File: src/rtl/audio_sched.sv
// Audio sample scheduler: stereo FIFO drained at SAMPLE_HZ into an HDMI encoder strobe.
// Optional AUDIO_HOLD_EN: repeat the last emitted sample instead of silence on starvation.
module audio_sched #(
    parameter int CLK_HZ     = 74250000,
    parameter int SAMPLE_HZ  = 48000,
    parameter int DEPTH_LOG2 = 4
) (
    input  logic                  clk,
    input  logic                  reset,
    input  logic                  enable,
    input  logic                  wr_l,
    input  logic                  wr_r,
    input  logic [15:0]           wr_data,
    input  logic                  clr_err,
    output logic [DEPTH_LOG2:0]   level,
    output logic                  full,
    output logic                  underrun,
    output logic                  overflow,
    output logic                  audio_w,
    output logic [31:0]           audio
);

    localparam int DEPTH = 1 << DEPTH_LOG2;
    localparam int LW    = DEPTH_LOG2 + 1;
    localparam logic [LW-1:0]         DEPTH_V   = LW'(DEPTH);
    localparam logic [LW-1:0]         HALF_V    = LW'(DEPTH / 2);
    localparam logic [LW-1:0]         LVL_ZERO  = LW'(0);
    localparam logic [LW-1:0]         LVL_ONE   = LW'(1);
    localparam logic [DEPTH_LOG2-1:0] PTR_ZERO  = DEPTH_LOG2'(0);
    localparam logic [DEPTH_LOG2-1:0] PTR_ONE   = DEPTH_LOG2'(1);
    localparam logic signed [31:0]    STEP_TICK = 32'(SAMPLE_HZ - CLK_HZ);
    localparam logic signed [31:0]    STEP_WAIT = 32'(SAMPLE_HZ);

    typedef enum logic [1:0] {
        S_IDLE  = 2'd0,
        S_PRIME = 2'd1,
        S_RUN   = 2'd2
    } state_t;

    state_t                  state_q;
    logic signed [31:0]      acc_q, acc_d;
    logic [31:0]             mem_q [DEPTH];
    logic [DEPTH_LOG2-1:0]   wr_ptr_q, rd_ptr_q;
    logic [LW-1:0]           level_q, level_d;
    logic [15:0]             left_q;
    logic [31:0]             audio_q;
    logic                    audio_w_q, full_q, underrun_q, overflow_q;

    logic                    tick_s, pop_s, starve_s, fill_s, push_s, drop_s;
    logic [31:0]             fallback_s;

    // Rate accumulator, FIFO event decode and fallback sample selection
    always_comb begin
        tick_s   = ~acc_q[31];
        acc_d    = acc_q + (tick_s ? STEP_TICK : STEP_WAIT);
        pop_s    = enable && (state_q == S_RUN) && tick_s && (level_q != LVL_ZERO);
        starve_s = enable && (state_q == S_RUN) && tick_s && (level_q == LVL_ZERO);
        fill_s   = enable && (state_q == S_PRIME) && tick_s;
        push_s   = wr_r && (level_q != DEPTH_V);
        drop_s   = wr_r && (level_q == DEPTH_V);
        if (push_s && !pop_s) begin
            level_d = level_q + LVL_ONE;
        end else if (pop_s && !push_s) begin
            level_d = level_q - LVL_ONE;
        end else begin
            level_d = level_q;
        end
`ifdef AUDIO_HOLD_EN
        fallback_s = audio_q;
`else
        fallback_s = 32'h0000_0000;
`endif
    end

    // Pair storage; contents are invalidated through the pointers, not cleared
    always_ff @(posedge clk) begin
        if (push_s) begin
            mem_q[wr_ptr_q] <= {wr_data, left_q};
        end
    end

    // Scheduler FSM, FIFO bookkeeping and registered outputs
    always_ff @(posedge clk) begin
        if (reset) begin
            state_q    <= S_IDLE;
            acc_q      <= 32'sd0;
            wr_ptr_q   <= PTR_ZERO;
            rd_ptr_q   <= PTR_ZERO;
            level_q    <= LVL_ZERO;
            full_q     <= 1'b0;
            left_q     <= 16'h0000;
            audio_q    <= 32'h0000_0000;
            audio_w_q  <= 1'b0;
            underrun_q <= 1'b0;
            overflow_q <= 1'b0;
        end else begin
            acc_q   <= acc_d;
            level_q <= level_d;
            full_q  <= (level_d == DEPTH_V);
            if (push_s) begin
                wr_ptr_q <= wr_ptr_q + PTR_ONE;
            end
            if (pop_s) begin
                rd_ptr_q <= rd_ptr_q + PTR_ONE;
            end
            if (wr_l) begin
                left_q <= wr_data;
            end

            audio_w_q <= pop_s || starve_s || fill_s;
            if (pop_s) begin
                audio_q <= mem_q[rd_ptr_q];
            end else if (starve_s || fill_s) begin
                audio_q <= fallback_s;
            end

            // Set events win over a same-cycle clear
            if (starve_s) begin
                underrun_q <= 1'b1;
            end else if (clr_err) begin
                underrun_q <= 1'b0;
            end
            if (drop_s) begin
                overflow_q <= 1'b1;
            end else if (clr_err) begin
                overflow_q <= 1'b0;
            end

            if (!enable) begin
                state_q <= S_IDLE;
            end else begin
                case (state_q)
                    S_IDLE:  state_q <= S_PRIME;
                    S_PRIME: state_q <= (level_q >= HALF_V) ? S_RUN : S_PRIME;
                    S_RUN:   state_q <= starve_s ? S_PRIME : S_RUN;
                    default: state_q <= S_IDLE;
                endcase
            end
        end
    end

    assign level    = level_q;
    assign full     = full_q;
    assign underrun = underrun_q;
    assign overflow = overflow_q;
    assign audio_w  = audio_w_q;
    assign audio    = audio_q;

endmodule
File: config.mk
export PLATFORM = sky130hd
export DESIGN_NAME = audio_sched
export DESIGN_NICKNAME = d
export VERILOG_FILES = /design/src/rtl/audio_sched.sv
export SDC_FILE = /design/constraint.sdc
export NUM_CORES = 1
export LEC_CHECK = 0
export BUFFER_PORTS_ARGS = -buffer_cell sky130_fd_sc_hd__buf_2
export CORE_MARGIN = 2
export CORE_UTILIZATION = 25
export DETAILED_ROUTE_END_ITERATION = 7
export PLACE_DENSITY = 0.39
export REMOVE_ABC_BUFFERS = 1
export SLEW_MARGIN = 20
export SYNTH_ARGS = -nofsm -noshare
export SYNTH_HDL_FRONTEND = slang
export SYNTH_SLANG_ARGS = --single-unit
File: constraint.sdc
create_clock -name clk -period 6.6 [get_ports clk]
set_clock_uncertainty 0.15 [all_clocks]
set_input_delay 1.65 -clock clk [delete_from_list [all_inputs] [get_ports clk]]
set_output_delay 1.65 -clock clk [all_outputs]
set_load 0.01 [all_outputs]
Word level (Yosys, flattened, before mapping)
Memory sizes are Yosys's and may differ from the RTL's. A register that Yosys moved wholly into a read port is not among the register bits. Cells that the tools add are included.

Add/subtract/negate cells: 5. Magnitude comparators: 1. Eq/ne operators: 5. Muxes and demuxes: 15. Bitwise operators: 2. Reduce and logical (&&, ||, !) cells: 22.

Operators with widths (count): $mux 32 (3); $add 32x32->32 (1); $eq 5x5->1 const B (2); $logic_and 1x1->1 (10); $mux 5 (2); $add 4x1->4 const B (2); $mux 4 (2); $pmux 2 s3 (1); $reduce_bool 2->1 (3); $add 5x1->5 const B (1); $ge 5x4->1 const B (1); $logic_not 5->1 (1); $mux 1 (5); $ne 5x5->1 const B (1); $reduce_bool 5->1 (1); $sub 5x1->5 const B (1); $mux 2 (2); $logic_or 1x1->1 (3); $eq 2x1->1 const B (1); $eq 2x2->1 const B (1); $logic_not 1->1 (2); $logic_not 2->1 (1); $not 1->1 (2); $reduce_or 2->1 (1).

Flip-flop bits (word level): 99. RAM bits: 512. Input bits: 22. Output and inout bits: 41. Word-level logic and storage cells: 62. Memories: 1.

Memory list: mem_q (words 16, width 32, rd ports 1, clocked after memory_dff 1, write ports 1, line 42) `logic [31:0] mem_q [DEPTH];`.

Depth between registers and ports, before layout
Word-level depth: 8. Mapped depth: 10.

Worst setup path after synthesis
OpenSTA, ideal clock, no wires.

Path type: in2reg. Start point: in wr_r. End point: mem mem_q[3][0], enable pin. Setup time: 0.461 ns. Arrival time: 4.439 ns. Path slack: 1.550 ns. Stages: 5. Buffers on the path: 1. Path through: inv_1 a31oi_1 buf_4 nand2_1 nor3_1.

Word-level cells in the longest chain between the ends: 3.

RTL lines: from (decl) (line 12) `input logic wr_r,`; $logic_and 1x1->1 (line 59) `push_s = wr_r && (level_q != DEPTH_V);`; $mux 1 (line 77) `if (push_s) begin`; $mux 1 (not written as such) (line 78) `mem_q[wr_ptr_q] <= {wr_data, left_q};`; to (decl) (line 42).

Every way passes these cells.

Final worst setup path
Start point: in wr_r. End point: mem mem_q[4][8], enable pin.

The elaborated chain is that of the path after synthesis.

==> results.sh <==
export IMPL_status="completed"
export IMPL_ys_seq_elements=611
export IMPL_p_per_area_nw_per_um2=334
export IMPL_cts_path_max_buffers=3
export IMPL_power_mw=9.44
export IMPL_maxSlewViolCount=0
export IMPL_cts_made_buffers=70
export IMPL_cts_tree="built"
export IMPL_cts_num_sinks=611
export IMPL_die_y_um=314
export IMPL_dp_cells=2573
export IMPL_fin_ws_ps=2810
export IMPL_wl_um=62900
export IMPL_path_clk_slew_ps=60
export IMPL_syn_area_sq_um=24000
export IMPL_hpwl_um=38700
export IMPL_muxShareOfSynthArea=0.161
export IMPL_peakVddDrop_uv=179
export IMPL_min_period_over_period=0.574
export IMPL_portBuffers=62
export IMPL_seq_area_frac_synth=0.722
export IMPL_cts_resized=0
export IMPL_cts_hold_buf=0
export IMPL_layout_nets=1432
export IMPL_grt_pass1_wl_um=91500
export IMPL_rows=113
export IMPL_max_cap_violations=0
export IMPL_layoutNonFillerInstCount=2701
export IMPL_start_kind="input pin"
export IMPL_drc_errors=0
export IMPL_crit_fanout=19
export IMPL_synth_top_family_by_area="multiplexers"
export IMPL_fin_util=0.297
export IMPL_path_buf_inv=4
export IMPL_path_class="in -> reg"
export IMPL_ys_warn_count=0
export IMPL_crit_top_cell="buf_4"
export IMPL_cp_cell_sequence="buf_2, inv_1, a31oi_1, buf_4, nand2_1, nor2_4, buf_4"
export IMPL_grt_total_usage=0.129
export IMPL_area_growth_pct=17.7
export IMPL_hold_class="reg -> reg"
export IMPL_setup_viol=0
export IMPL_die_x_um=314
export IMPL_synth_simple_area_share=0.0397
export IMPL_crit_path_top_delay_cell="nor2_4"
export IMPL_postCtsSetupBuffers=0
export IMPL_synthXorXnorAreaFrac=0.00948
export IMPL_max_stage_delay_ps=530
export IMPL_dp_slack_ps=2110
export IMPL_slew_headroom=0.338
export IMPL_final_fill_count=9353
export IMPL_synth_compound_area_share=0.0313
export IMPL_yosys_cell_types_count=62
export IMPL_ys_flop_type="edfxtp_1"
export IMPL_dr_pass1_iters=4
export IMPL_fmax_mhz=264
export IMPL_required_ps=6700
export IMPL_dr_first_iter_drc_count=709
export IMPL_htreeDepth=3
export IMPL_first_global_vias=12608
export IMPL_cts_root_buf="clkbuf_16"
export IMPL_hold_slack_ps=287
export IMPL_power_leakage_nw=9.09
export IMPL_syn_inst=1282
export IMPL_antenna_left=0
export IMPL_clock_latency_ps=610
export IMPL_finalInstanceArea_sq_um=28300
export IMPL_async_reset_ff_frac=0
export IMPL_overflow=0
export IMPL_start_util=0.253
export IMPL_setup_worst_path_start="wr_r"
export IMPL_route_vias_total=11901
export IMPL_synth_adder_area_share=0.0159
export IMPL_crit_path_end_kind="register"
export IMPL_grt_antenna_before_repair=1
export IMPL_rrSetupSlack_ps=3020
export IMPL_die_area_sq_um=98600
export IMPL_core_sq_um=95200
export IMPL_via_per_inst=4.41
export IMPL_synth_edf_count=512
export IMPL_critical_path_top_delay_family="buffers and inverters"
export IMPL_finalWorstPathRequiredPeriod_ps=3790
export IMPL_gp_congestion=0.721
export IMPL_worst_slew_pin_slew_ps=993
export IMPL_grt_max_degree=55
export IMPL_hold_start="audio[25]"
export IMPL_fin_tns_setup_ps=0
export IMPL_io_pins=63
export IMPL_hold_viol_final=0
export IMPL_drive_gt1_frac=0.268
export IMPL_wl_per_cell_um=23.3
export IMPL_worstPathArrival_ps=3890
export IMPL_rsz0062_at_grt="false"
export IMPL_syn_avg_cell_area_sq_um=18.7
export IMPL_rr_startpoint="acc_q[31]"
export IMPL_placed_area_sq_um=26000
==> worst min-delay path, cell delays in order (launching register included) <==
cell and delay, ps:
dfxtp_1 300, nand2_1 40, o21ai_1 50
==> cells by family (layout without fill, tap and decap cells) <==
family	count (synthesis)	count (layout)
AO/OA/AOI/OAI	121	121
XOR/XNOR	26	26
adder cells (fa/ha/maj)	30	30
buffers and inverters	109	262
flip-flops	611	611
multiplexers	185	185
other	0	1
AND/OR/NAND/NOR	200	200
==> worst paths after layout <==
kind,depth (start not counted),end
worst max-delay path,7,mem_q[4][8]
worst min-delay path,2,audio[25]
worst max register to register,10,acc_q[30]
worst min register to register,2,audio[25]
==> cells in the mapped netlist (4+ instances only) <==
| cell type | number | area (sq um) |
|---|---|---|
| mux4_2 | 160 | 3600 |
| nand3_1 | 9 | 45.0 |
| buf_2 | 12 | 60.1 |
| dfxtp_1 | 99 | 1980 |
| a21o_1 | 9 | 67.6 |
| xor2_1 | 15 | 131 |
| nand4_1 | 7 | 43.8 |
| xnor2_1 | 11 | 96.3 |
| inv_1 | 29 | 109 |
| mux2i_1 | 19 | 190 |
| a21oi_1 | 29 | 145 |
| nor2b_1 | 7 | 43.8 |
| nand2_1 | 51 | 191 |
| and3_1 | 4 | 25.0 |
| buf_1 | 6 | 22.5 |
| mux2_2 | 5 | 56.3 |
| edfxtp_1 | 512 | 15400 |
| clkinv_1 | 18 | 67.6 |
| buf_4 | 13 | 97.6 |
| nand2b_1 | 13 | 81.3 |
| a211oi_1 | 5 | 37.5 |
| a31oi_1 | 7 | 43.8 |
| o21ai_1 | 32 | 160 |
| clkbuf_1 | 28 | 105 |
| ha_1 | 29 | 363 |
| nor3_1 | 11 | 55.1 |
| nor2_1 | 80 | 300 |
| o21ai_0 | 16 | 80.1 |
==> state kept, by name, indices dropped and copies added, names as in the netlist, 2 cells and up, named ones only <==
register  cells
mem_q       512
audio        32
acc_q        28
left_q       16
level         5
rd_ptr_q      4
wr_ptr_q      4
state_q       2
==> power by group <==
part	switching [mW]	total (mW)	internal (mW)
Clock	1.57	3.85	2.29
Sequential	0.108	4.43	4.33
Combinational	0.682	1.15	0.466
Total	2.36	9.44	7.08
==> per-layer routing <==
metal	up-vias	global-route usage	part of all wire
met5	-	0	0
met4	0	0.0329	0.020
met3	88	0.0231	0.029
met2	177	0.231	0.52
met1	6330	0.160	0.43
li1	5306	-	-
==> cell usage in the layout (no fill, tap or decap), drive strengths merged, types with 19 or more instances in the layout <==
cell type  synthesis  layout
a21oi             29      29
buf               34      88
clkbuf            28     107
clkinv            18      30
dfxtp             99      99
edfxtp           512     512
ha                29      29
inv               29      33
mux2i             19      19
mux4             160     160
nand2             51      51
nor2              81      81
o21ai             48      48
==> final cells by class <==
cell class,count,area [sq um],share of cell area
flip-flops and latches,611,17400,0.614
diodes,1,2.50,0.0000885
clock inverters,20,230,0.00814
repair buffers,88,556,0.0196
well taps,1265,1580,0.0560
multi-input cells,562,6300,0.223
clock buffers,107,2060,0.0730
inverters,47,176,0.00624
Power figures use the tool's default switching activity.
